File: src/rtl/regfile_port_arbiter.sv
// Write-port arbiter and read bypass for the 16x32 2R1W register file.
// Optional conflict counter is compiled in with `define ARB_STATS_EN.
module regfile_port_arbiter #(
  parameter int ADDR_W = 4,
  parameter int DATA_W = 32
) (
  input  logic              clk_i,
  input  logic              reset_n_i,
  input  logic              a_valid_i,
  output logic              a_ready_o,
  input  logic [ADDR_W-1:0] a_addr_i,
  input  logic [DATA_W-1:0] a_data_i,
  input  logic              b_valid_i,
  output logic              b_ready_o,
  input  logic [ADDR_W-1:0] b_addr_i,
  input  logic [DATA_W-1:0] b_data_i,
  input  logic [ADDR_W-1:0] rd_addr1_i,
  input  logic [ADDR_W-1:0] rd_addr2_i,
  output logic [ADDR_W-1:0] rf_rd_addr1_o,
  output logic [ADDR_W-1:0] rf_rd_addr2_o,
  input  logic [DATA_W-1:0] rf_rd_data1_i,
  input  logic [DATA_W-1:0] rf_rd_data2_i,
  output logic              rf_wr_en_o,
  output logic [ADDR_W-1:0] rf_wr_addr_o,
  output logic [DATA_W-1:0] rf_wr_data_o,
  output logic [DATA_W-1:0] rd_data1_o,
  output logic [DATA_W-1:0] rd_data2_o,
`ifdef ARB_STATS_EN
  input  logic              stats_clr_i,
  output logic [15:0]       conflict_cnt_o,
`endif
  output logic              hazard1_o,
  output logic              hazard2_o
);

  // last_grant: 1'b1 means B was granted last, so A wins the next conflict
  logic              last_grant_q, last_grant_d;
  logic              byp1_q, byp1_d;
  logic              byp2_q, byp2_d;
  logic [DATA_W-1:0] byp_data_q, byp_data_d;
  logic              grant_a_s, grant_b_s;

  // Round-robin grant; reset drops any grant immediately
  always_comb begin
    grant_a_s = 1'b0;
    grant_b_s = 1'b0;
    if (!reset_n_i) begin
      grant_a_s = 1'b0;
      grant_b_s = 1'b0;
    end else if (a_valid_i && b_valid_i) begin
      if (last_grant_q) begin
        grant_a_s = 1'b1;
      end else begin
        grant_b_s = 1'b1;
      end
    end else if (a_valid_i) begin
      grant_a_s = 1'b1;
    end else if (b_valid_i) begin
      grant_b_s = 1'b1;
    end else begin
      grant_a_s = 1'b0;
      grant_b_s = 1'b0;
    end
  end

  // Write-port mux and handshake outputs
  always_comb begin
    a_ready_o    = grant_a_s;
    b_ready_o    = grant_b_s;
    rf_wr_en_o   = grant_a_s | grant_b_s;
    rf_wr_addr_o = {ADDR_W{1'b0}};
    rf_wr_data_o = {DATA_W{1'b0}};
    if (grant_a_s) begin
      rf_wr_addr_o = a_addr_i;
      rf_wr_data_o = a_data_i;
    end else if (grant_b_s) begin
      rf_wr_addr_o = b_addr_i;
      rf_wr_data_o = b_data_i;
    end else begin
      rf_wr_addr_o = {ADDR_W{1'b0}};
      rf_wr_data_o = {DATA_W{1'b0}};
    end
  end

  // Hazards come only from a writer that is requesting but not granted
  always_comb begin
    hazard1_o = 1'b0;
    hazard2_o = 1'b0;
    if (reset_n_i) begin
      hazard1_o = (a_valid_i && !grant_a_s && (a_addr_i == rd_addr1_i)) ||
                  (b_valid_i && !grant_b_s && (b_addr_i == rd_addr1_i));
      hazard2_o = (a_valid_i && !grant_a_s && (a_addr_i == rd_addr2_i)) ||
                  (b_valid_i && !grant_b_s && (b_addr_i == rd_addr2_i));
    end else begin
      hazard1_o = 1'b0;
      hazard2_o = 1'b0;
    end
  end

  // Next-state for arbitration history and read bypass capture
  always_comb begin
    last_grant_d = last_grant_q;
    if (grant_a_s) begin
      last_grant_d = 1'b0;
    end else if (grant_b_s) begin
      last_grant_d = 1'b1;
    end else begin
      last_grant_d = last_grant_q;
    end
    byp1_d     = rf_wr_en_o && (rf_wr_addr_o == rd_addr1_i);
    byp2_d     = rf_wr_en_o && (rf_wr_addr_o == rd_addr2_i);
    byp_data_d = rf_wr_data_o;
  end

  // State registers
  always_ff @(posedge clk_i or negedge reset_n_i) begin
    if (!reset_n_i) begin
      last_grant_q <= 1'b1;
      byp1_q       <= 1'b0;
      byp2_q       <= 1'b0;
      byp_data_q   <= {DATA_W{1'b0}};
    end else begin
      last_grant_q <= last_grant_d;
      byp1_q       <= byp1_d;
      byp2_q       <= byp2_d;
      byp_data_q   <= byp_data_d;
    end
  end

  // The regfile returns pre-write data, so a same-cycle write overrides it
  assign rf_rd_addr1_o = rd_addr1_i;
  assign rf_rd_addr2_o = rd_addr2_i;
  assign rd_data1_o    = byp1_q ? byp_data_q : rf_rd_data1_i;
  assign rd_data2_o    = byp2_q ? byp_data_q : rf_rd_data2_i;

`ifdef ARB_STATS_EN
  logic [15:0] cnt_q, cnt_d;

  // Saturating conflict counter; clear takes priority over increment
  always_comb begin
    cnt_d = cnt_q;
    if (stats_clr_i) begin
      cnt_d = 16'h0000;
    end else if (a_valid_i && b_valid_i && (cnt_q != 16'hFFFF)) begin
      cnt_d = cnt_q + 16'd1;
    end else begin
      cnt_d = cnt_q;
    end
  end

  // Counter register
  always_ff @(posedge clk_i or negedge reset_n_i) begin
    if (!reset_n_i) begin
      cnt_q <= 16'h0000;
    end else begin
      cnt_q <= cnt_d;
    end
  end

  assign conflict_cnt_o = cnt_q;
`endif

endmodule

File: config.mk
export PLATFORM = sky130hd
export DESIGN_NAME = regfile_port_arbiter
export DESIGN_NICKNAME = d
export VERILOG_FILES = /design/src/rtl/regfile_port_arbiter.sv
export SDC_FILE = /design/constraint.sdc
export NUM_CORES = 1
export LEC_CHECK = 0
export CORE_AREA = 2 2 101 103
export DETAILED_ROUTE_END_ITERATION = 8
export DIE_AREA = 0 0 103 105
export GPL_TIMING_DRIVEN = 1
export PLACE_DENSITY = 0.83
export SYNTH_ARGS = -nofsm -noshare
export SYNTH_HDL_FRONTEND = slang
export SYNTH_SLANG_ARGS = --single-unit
File: constraint.sdc
create_clock -name clk_i -period 1.9 [get_ports clk_i]
set_clock_uncertainty 0.05 [all_clocks]
set_input_delay 0.19 -clock clk_i [delete_from_list [all_inputs] [get_ports clk_i]]
set_output_delay 0.19 -clock clk_i [all_outputs]
set_load 0.03 [all_outputs]
==> results.ini, run 1 <==
[clock_tree]
cts_tree = yes
clk_pin_slew_ns = 0.08
h-tree-depth = 2
cts_buffers = 5
cts.path.max_buffers = 2
clock_latency_ns = 0.29
root_buffer = clkbuf_8
cts.sinks = 35

[logic_synthesis]
syn_area_per_cell_um2 = 11.6
synth_fp_nets = 358
ys_seq_area_frac = 0.359
ys_seq_elements = 35
yosysUniqueCellTypes = 27
synthArstFlopShare = 1.00
synth_flop_cell = dfrtp_1
yosysTopAreaCell = dfrtp_1
yosys_warnings = 0
ys_top_cells_by_count = mux2_1 (64), dfrtp_1 (34), a22o_1 (33)
synth_most_common_cell = mux2_1
synth_area_leaders = dfrtp_1 (35%), mux2_1 (30%), a22o_1 (12%), xnor2_1 (6.5%), buf_4 (2.5%)
postSynthCellCount = 210
synth_edf_count = 0
synth_top_area_frac = 0.348
syn_area_um2 = 2440

[timing]
period_needed_ns = 2.05
rsz0062_at_grt = true
hold_violations = 0
period_share = 1.08
holdWs_ns = 0.418
tightestPinTransition_ns = 0.456
finalSetupViolCount = 36
final.setup.worst_slack_ns = -0.151
timing.fmax_ghz = 0.488
slew_headroom = 0.696
slew_violations = 0

[pwr]
leakage_nw = 2.72
power.total_w = 0.00314
ir_worst_vdd_mv = 0.320
power_density_nw_per_um2 = 524

[detailed_routing]
ant_nets = 0
vias_per_cell = 4.64
drc_errors = 0
drtPass1Iterations = 4
dr_total_vias = 3063
drt_iter0_markers = 55
post_drt_wl_per_cell_um = 19.3
finalWirelength_um = 12700

[hold_path]
worstHoldPathType = in -> async

[critical_path]
endpoint_kind = primary output
critPathRequiredTime_ns = 1.66
start_kind = flip-flop
r2r-start = last_grant_q
reg2regPathDepth = 8
worst-setup-path-type = reg -> out
rrSetupSlack_ns = 0.01
timing.rr.end = byp2_q
worstPathArrival_ns = 1.81
crit_fanout = 8

[run_status]
violations = negative setup slack
status = complete, but fails checks

[final_layout]
drive_above_1_share = 0.376
final_nets = 674
fin_area_um2 = 5990
area_growth_pct = 145
diodes = 0
num-fill-cells = 811

[global_routing]
grt_usage = 0.215
grt.met2_usage = 0.401
grt_max_degree = 33
grt_overflow = 0
grt_first_pass_wirelength_um = 17600
use_met1 = 0.237
grt_use_met3 = 0.0455
top_usage_layer = met2
antenna_found_initial = 0
grt_pass1_vias = 3269

[die]
start_util = 0.253
num_rows = 36
die_w_um = 103
core_um2 = 9640
dieArea_um2 = 10800
io_pins = 261
die_h_um = 105

[place]
hpwl_um = 9490
dpl_cell_area_um2 = 5420
port_buffers = 260
place_congestion = 0.850

[flow_run]
cap_violations = 0

==> worst max-delay path, cell delays in order (launching register included) <==
cell,delay (ns)
dfstp_2,0.55
buf_6,0.10
a21boi_2,0.05
and2_4,0.16
buf_12,0.14
buf_16,0.14
a22o_1,0.23
buf_6,0.15
==> power breakdown <==
part           switching, W  internal (W)  total (W)
sequential        0.0000348      0.000806   0.000840
clock              0.000315      0.000391   0.000706
combinational      0.000751      0.000843    0.00159
==> final cells by class <==
cell class                 count  area (µm²)  area share
inverter                       1        3.75    0.000627
clock inverter                 3        43.8     0.00731
timing repair buffer         334        3190       0.533
sequential                    35         880       0.147
clock buffer                   5        68.8      0.0115
multi-input combinational    149        1630       0.273
tap                          133         166      0.0278
==> kinds of logic (layout without fill, tap and decap cells) <==
group	count (synthesis)	count (layout)	synth area share
multiplexers	64	64	0.295
AO/OA/AOI/OAI	42	42	0.151
buffers and inverters	26	343	0.0584
flip-flops	35	35	0.359
XOR/XNOR	24	24	0.0861
AND/OR/NAND/NOR	19	19	0.0507
==> metal layers <==
metal,routed length [µm],vias to the layer above,part of all wire
met1,4770,1469,0.37
met5,0,-,0
li1,-,1414,-
met2,6760,163,0.53
met3,979,17,0.077
met4,235,0,0.018
==> worst max path at each step <==
stage	startpoint	to	slack (ns)	cells after the start
2_1_floorplan	last_grant_q	rf_wr_data_o[22]	0.05	5
3_3_place_gp	b_valid_i	rf_wr_data_o[8]	-0.1	6
3_5_place_dp	b_valid_i	byp2_q	-0.12	7
4_1_cts	last_grant_q	rf_wr_data_o[16]	-0.14	7
5_1_grt	last_grant_q	rf_wr_data_o[17]	-0.22	7
6_report	last_grant_q	rf_wr_data_o[17]	-0.15	7
==> registers in the layout, indices dropped and copies added (netlist names) <==
name / flops
last_grant_q: 1
byp1_q: 1
byp_data_q: 32
byp2_q: 1
==> placed cells by master, fill, tap and decap left out, drive strengths merged <==
cell / count
clkdlybuf4s50: 154
buf: 124
mux2: 64
dfrtp: 34
a22o: 34
clkbuf: 32
dlygate4sd2: 27
xnor2: 18
xor2: 6
nand2: 6
nand4: 4
and2: 3
nand2b: 2
nor4: 2
o22ai: 2
clkinv: 2
and3: 1
a21boi: 1
a32oi: 1
nor2b: 1
a32o: 1
inv: 1
o21a: 1
a21oi: 1
a31oi: 1
bufinv: 1
dlygate4sd3: 1
dfstp: 1
clkdlybuf4s15: 1
==> metrics by stage <==
step                      setup slack, ns  std cells  TNS, ns   util
after global placement            -0.0952        626    -1.47  0.563
after CTS                          -0.143        652    -4.21  0.611
after floorplan                    0.0501        210        0      -
after global routing               -0.221        660    -6.25  0.621
after detailed placement           -0.124        626    -2.54  0.563
final                              -0.151        660    -3.50  0.621
==> timing repair <==
| action | in CTS | in global routing |
|---|---|---|
| gates cloned | 2 | 3 |
| gates resized for setup | 167 | 76 |
| endpoints found under the setup margin | 103 | 92 |
| hold buffers | 1 | 0 |
| buffers inserted | 17 | 9 |
| endpoints found under the hold margin | 35 | 0 |
| pin swaps | 15 | 18 |
Note: power is estimated with default switching activity, not from simulation.
==> run 2, diff against run 1 <==
Settings changed: CELL_PAD_IN_SITES_DETAIL_PLACEMENT from default to 0, CELL_PAD_IN_SITES_GLOBAL_PLACEMENT from default to 1, CORE_AREA 2 2 101 103 to default, CORE_UTILIZATION from default to 19, DIE_AREA 0 0 103 105 to default, PLACE_DENSITY 0.83 to 0.9.
==> results.ini, run 2 (same netlist as run 1, synthesis figures left out) <==
[run_status]
status = complete, but fails checks
violations = negative setup slack

[die]
start_util = 0.194
die_h_um = 115
core_um2 = 12600
io_pins = 261
die_w_um = 115
num_rows = 41
dieArea_um2 = 13300

[pwr]
p_comb_frac = 0.495
p_sw_w = 0.00109
switching_share = 0.336
power_density_nw_per_um2 = 524
ir_worst_vdd_mv = 0.259
internal-power_w = 0.00216
clkPwrFrac = 0.245
leakage_nw = 2.80
power.total_w = 0.00325
pwr-share-seq = 0.259

[timing]
period_share = 1.06
timing.fmax_ghz = 0.495
slew_headroom = 0.722
rsz0062_at_grt = true
finalSetupViolCount = 34
period_needed_ns = 2.02
holdWs_ns = 0.0950
tightestPinTransition_ns = 0.416
hold_violations = 0
final.setup.worst_slack_ns = -0.122
slew_violations = 0

[final_layout]
multi_input_area_um2 = 1650
final_nets = 676
largest_register_ffs = 32
utilization = 0.494
num-fill-cells = 1140
fin_area_um2 = 6210
drive_above_1_share = 0.308
final_cell_mix = clkdlybuf4s50_1 (153), mux2_1 (64), dlygate4sd2_1 (63)
area_growth_pct = 154
regMostFlops = byp_data_q
regArea_um2 = 880
mostFrequentLayoutCell = clkdlybuf4s50_1

[global_routing]
grt_usage = 0.170
grt_pass1_vias = 3266
grt_first_pass_wirelength_um = 17100
grt_overflow = 0
antenna_found_initial = 0
top_usage_layer = met2
grt.met2_usage = 0.309
use_met1 = 0.203
grt_max_degree = 32
grt_use_met3 = 0.0290

[detailed_routing]
post_drt_wl_per_cell_um = 17.5
drt_iter0_markers = 89
finalWirelength_um = 12300
drc_errors = 0
drtPass1Iterations = 5
vias_per_cell = 4.31
ant_nets = 0
dr_total_vias = 3023

[clock_tree]
root_buffer = clkbuf_16
cts_tree = yes
cts.sinks = 35
h-tree-depth = 2
cts_buffers = 5
clock_latency_ns = 0.28
clk_pin_slew_ns = 0.06
cts.path.max_buffers = 2

[hold_path]
worstHoldPathType = in -> async

[critical_path]
worstPathArrival_ns = 1.78
endpoint_kind = primary output
r2r-start = last_grant_q
crit_path_cell_trace = nand2b_4 > and3_4 > buf_12 > buf_8 > buf_12 > a22o_4 > buf_6
crit_fanout = 6
rrSetupSlack_ns = 0.01
timing.rr.end = byp1_q
crit_path_frequent_cell = buf_12
crit_buf_inv = 4
crit_slowest_cell = dfstp_2
crit_family = flip-flops
cp_slowest_stage_delay_ns = 0.54
start_kind = flip-flop
worst-setup-path-type = reg -> out
critPathRequiredTime_ns = 1.66
reg2regPathDepth = 9

[flow_run]
cap_violations = 0

[place]
hpwl_um = 9260
dpl_cell_area_um2 = 5410
port_buffers = 260
place_congestion = 0.805
dp_slack_ns = -0.144

[run 2: how the worst max path moves through the flow]
stage	slack, ns	to	from	cells past startpoint
global route	-0.15	rf_wr_data_o[11]	last_grant_q	7
finish	-0.12	rf_wr_data_o[11]	last_grant_q	7
detailed placement	-0.14	byp1_q	b_valid_i	7
global placement	-0.11	rf_wr_data_o[7]	b_valid_i	7
floorplan	0.05	rf_wr_data_o[22]	last_grant_q	5
CTS	-0.15	rf_wr_data_o[9]	last_grant_q	7
[run 2: repair_timing]
action                                  4_1_cts  5_1_grt
gates cloned                                  2        1
pin swaps                                    24       14
hold buffers                                  1        0
gates resized for setup                     126       24
endpoints found under the setup margin      101       43
hold endpoints to repair                     20        0
setup buffers                                20       10
[run 2: metal layers]
metal | share of wire | vias to the layer above
li1 | - | 1413
met4 | 0.019 | 0
met5 | 0 | -
met1 | 0.39 | 1439
met3 | 0.062 | 18
met2 | 0.52 | 153
[run 2: layout make-up]
class                      count  area share
antenna                        1    0.000403
clock buffer                   7      0.0214
clock inverter                 1    0.000806
inverter                       1    0.000604
multi-input combinational    149       0.265
sequential                    35       0.142
tap                          172      0.0346
timing repair buffer         336       0.535
[run 2: power groups by stage]
stage | Sequential (W) | Clock, W | Combinational (W)
3_3_place_gp | 0.000852 | 0 | 0.00141
5_1_grt | 0.000850 | 0.000848 | 0.00169
2_1_floorplan | 0.000842 | 0 | 0.000644
4_1_cts | 0.000843 | 0.000829 | 0.00155
3_5_place_dp | 0.000855 | 0 | 0.00142
6_report | 0.000844 | 0.000798 | 0.00161
[run 2: worst register-to-register path, cell delays in order (launching register included)]
cell and delay [ns]:
dfstp_2 0.54, buf_6 0.10, a21boi_2 0.05, and2_4 0.16, buf_8 0.14, buf_6 0.11, a22o_4 0.21, buf_4 0.14
xor2_1 0.15, nor4_2 0.14
[run 2: metrics by stage]
step / TNS (ns) / std cells
6_report: -2.18 / 702
5_1_grt: -3.74 / 701
4_1_cts: -3.56 / 691
3_5_place_dp: -3.43 / 662
3_3_place_gp: -2.01 / 662
2_1_floorplan: 0 / 210
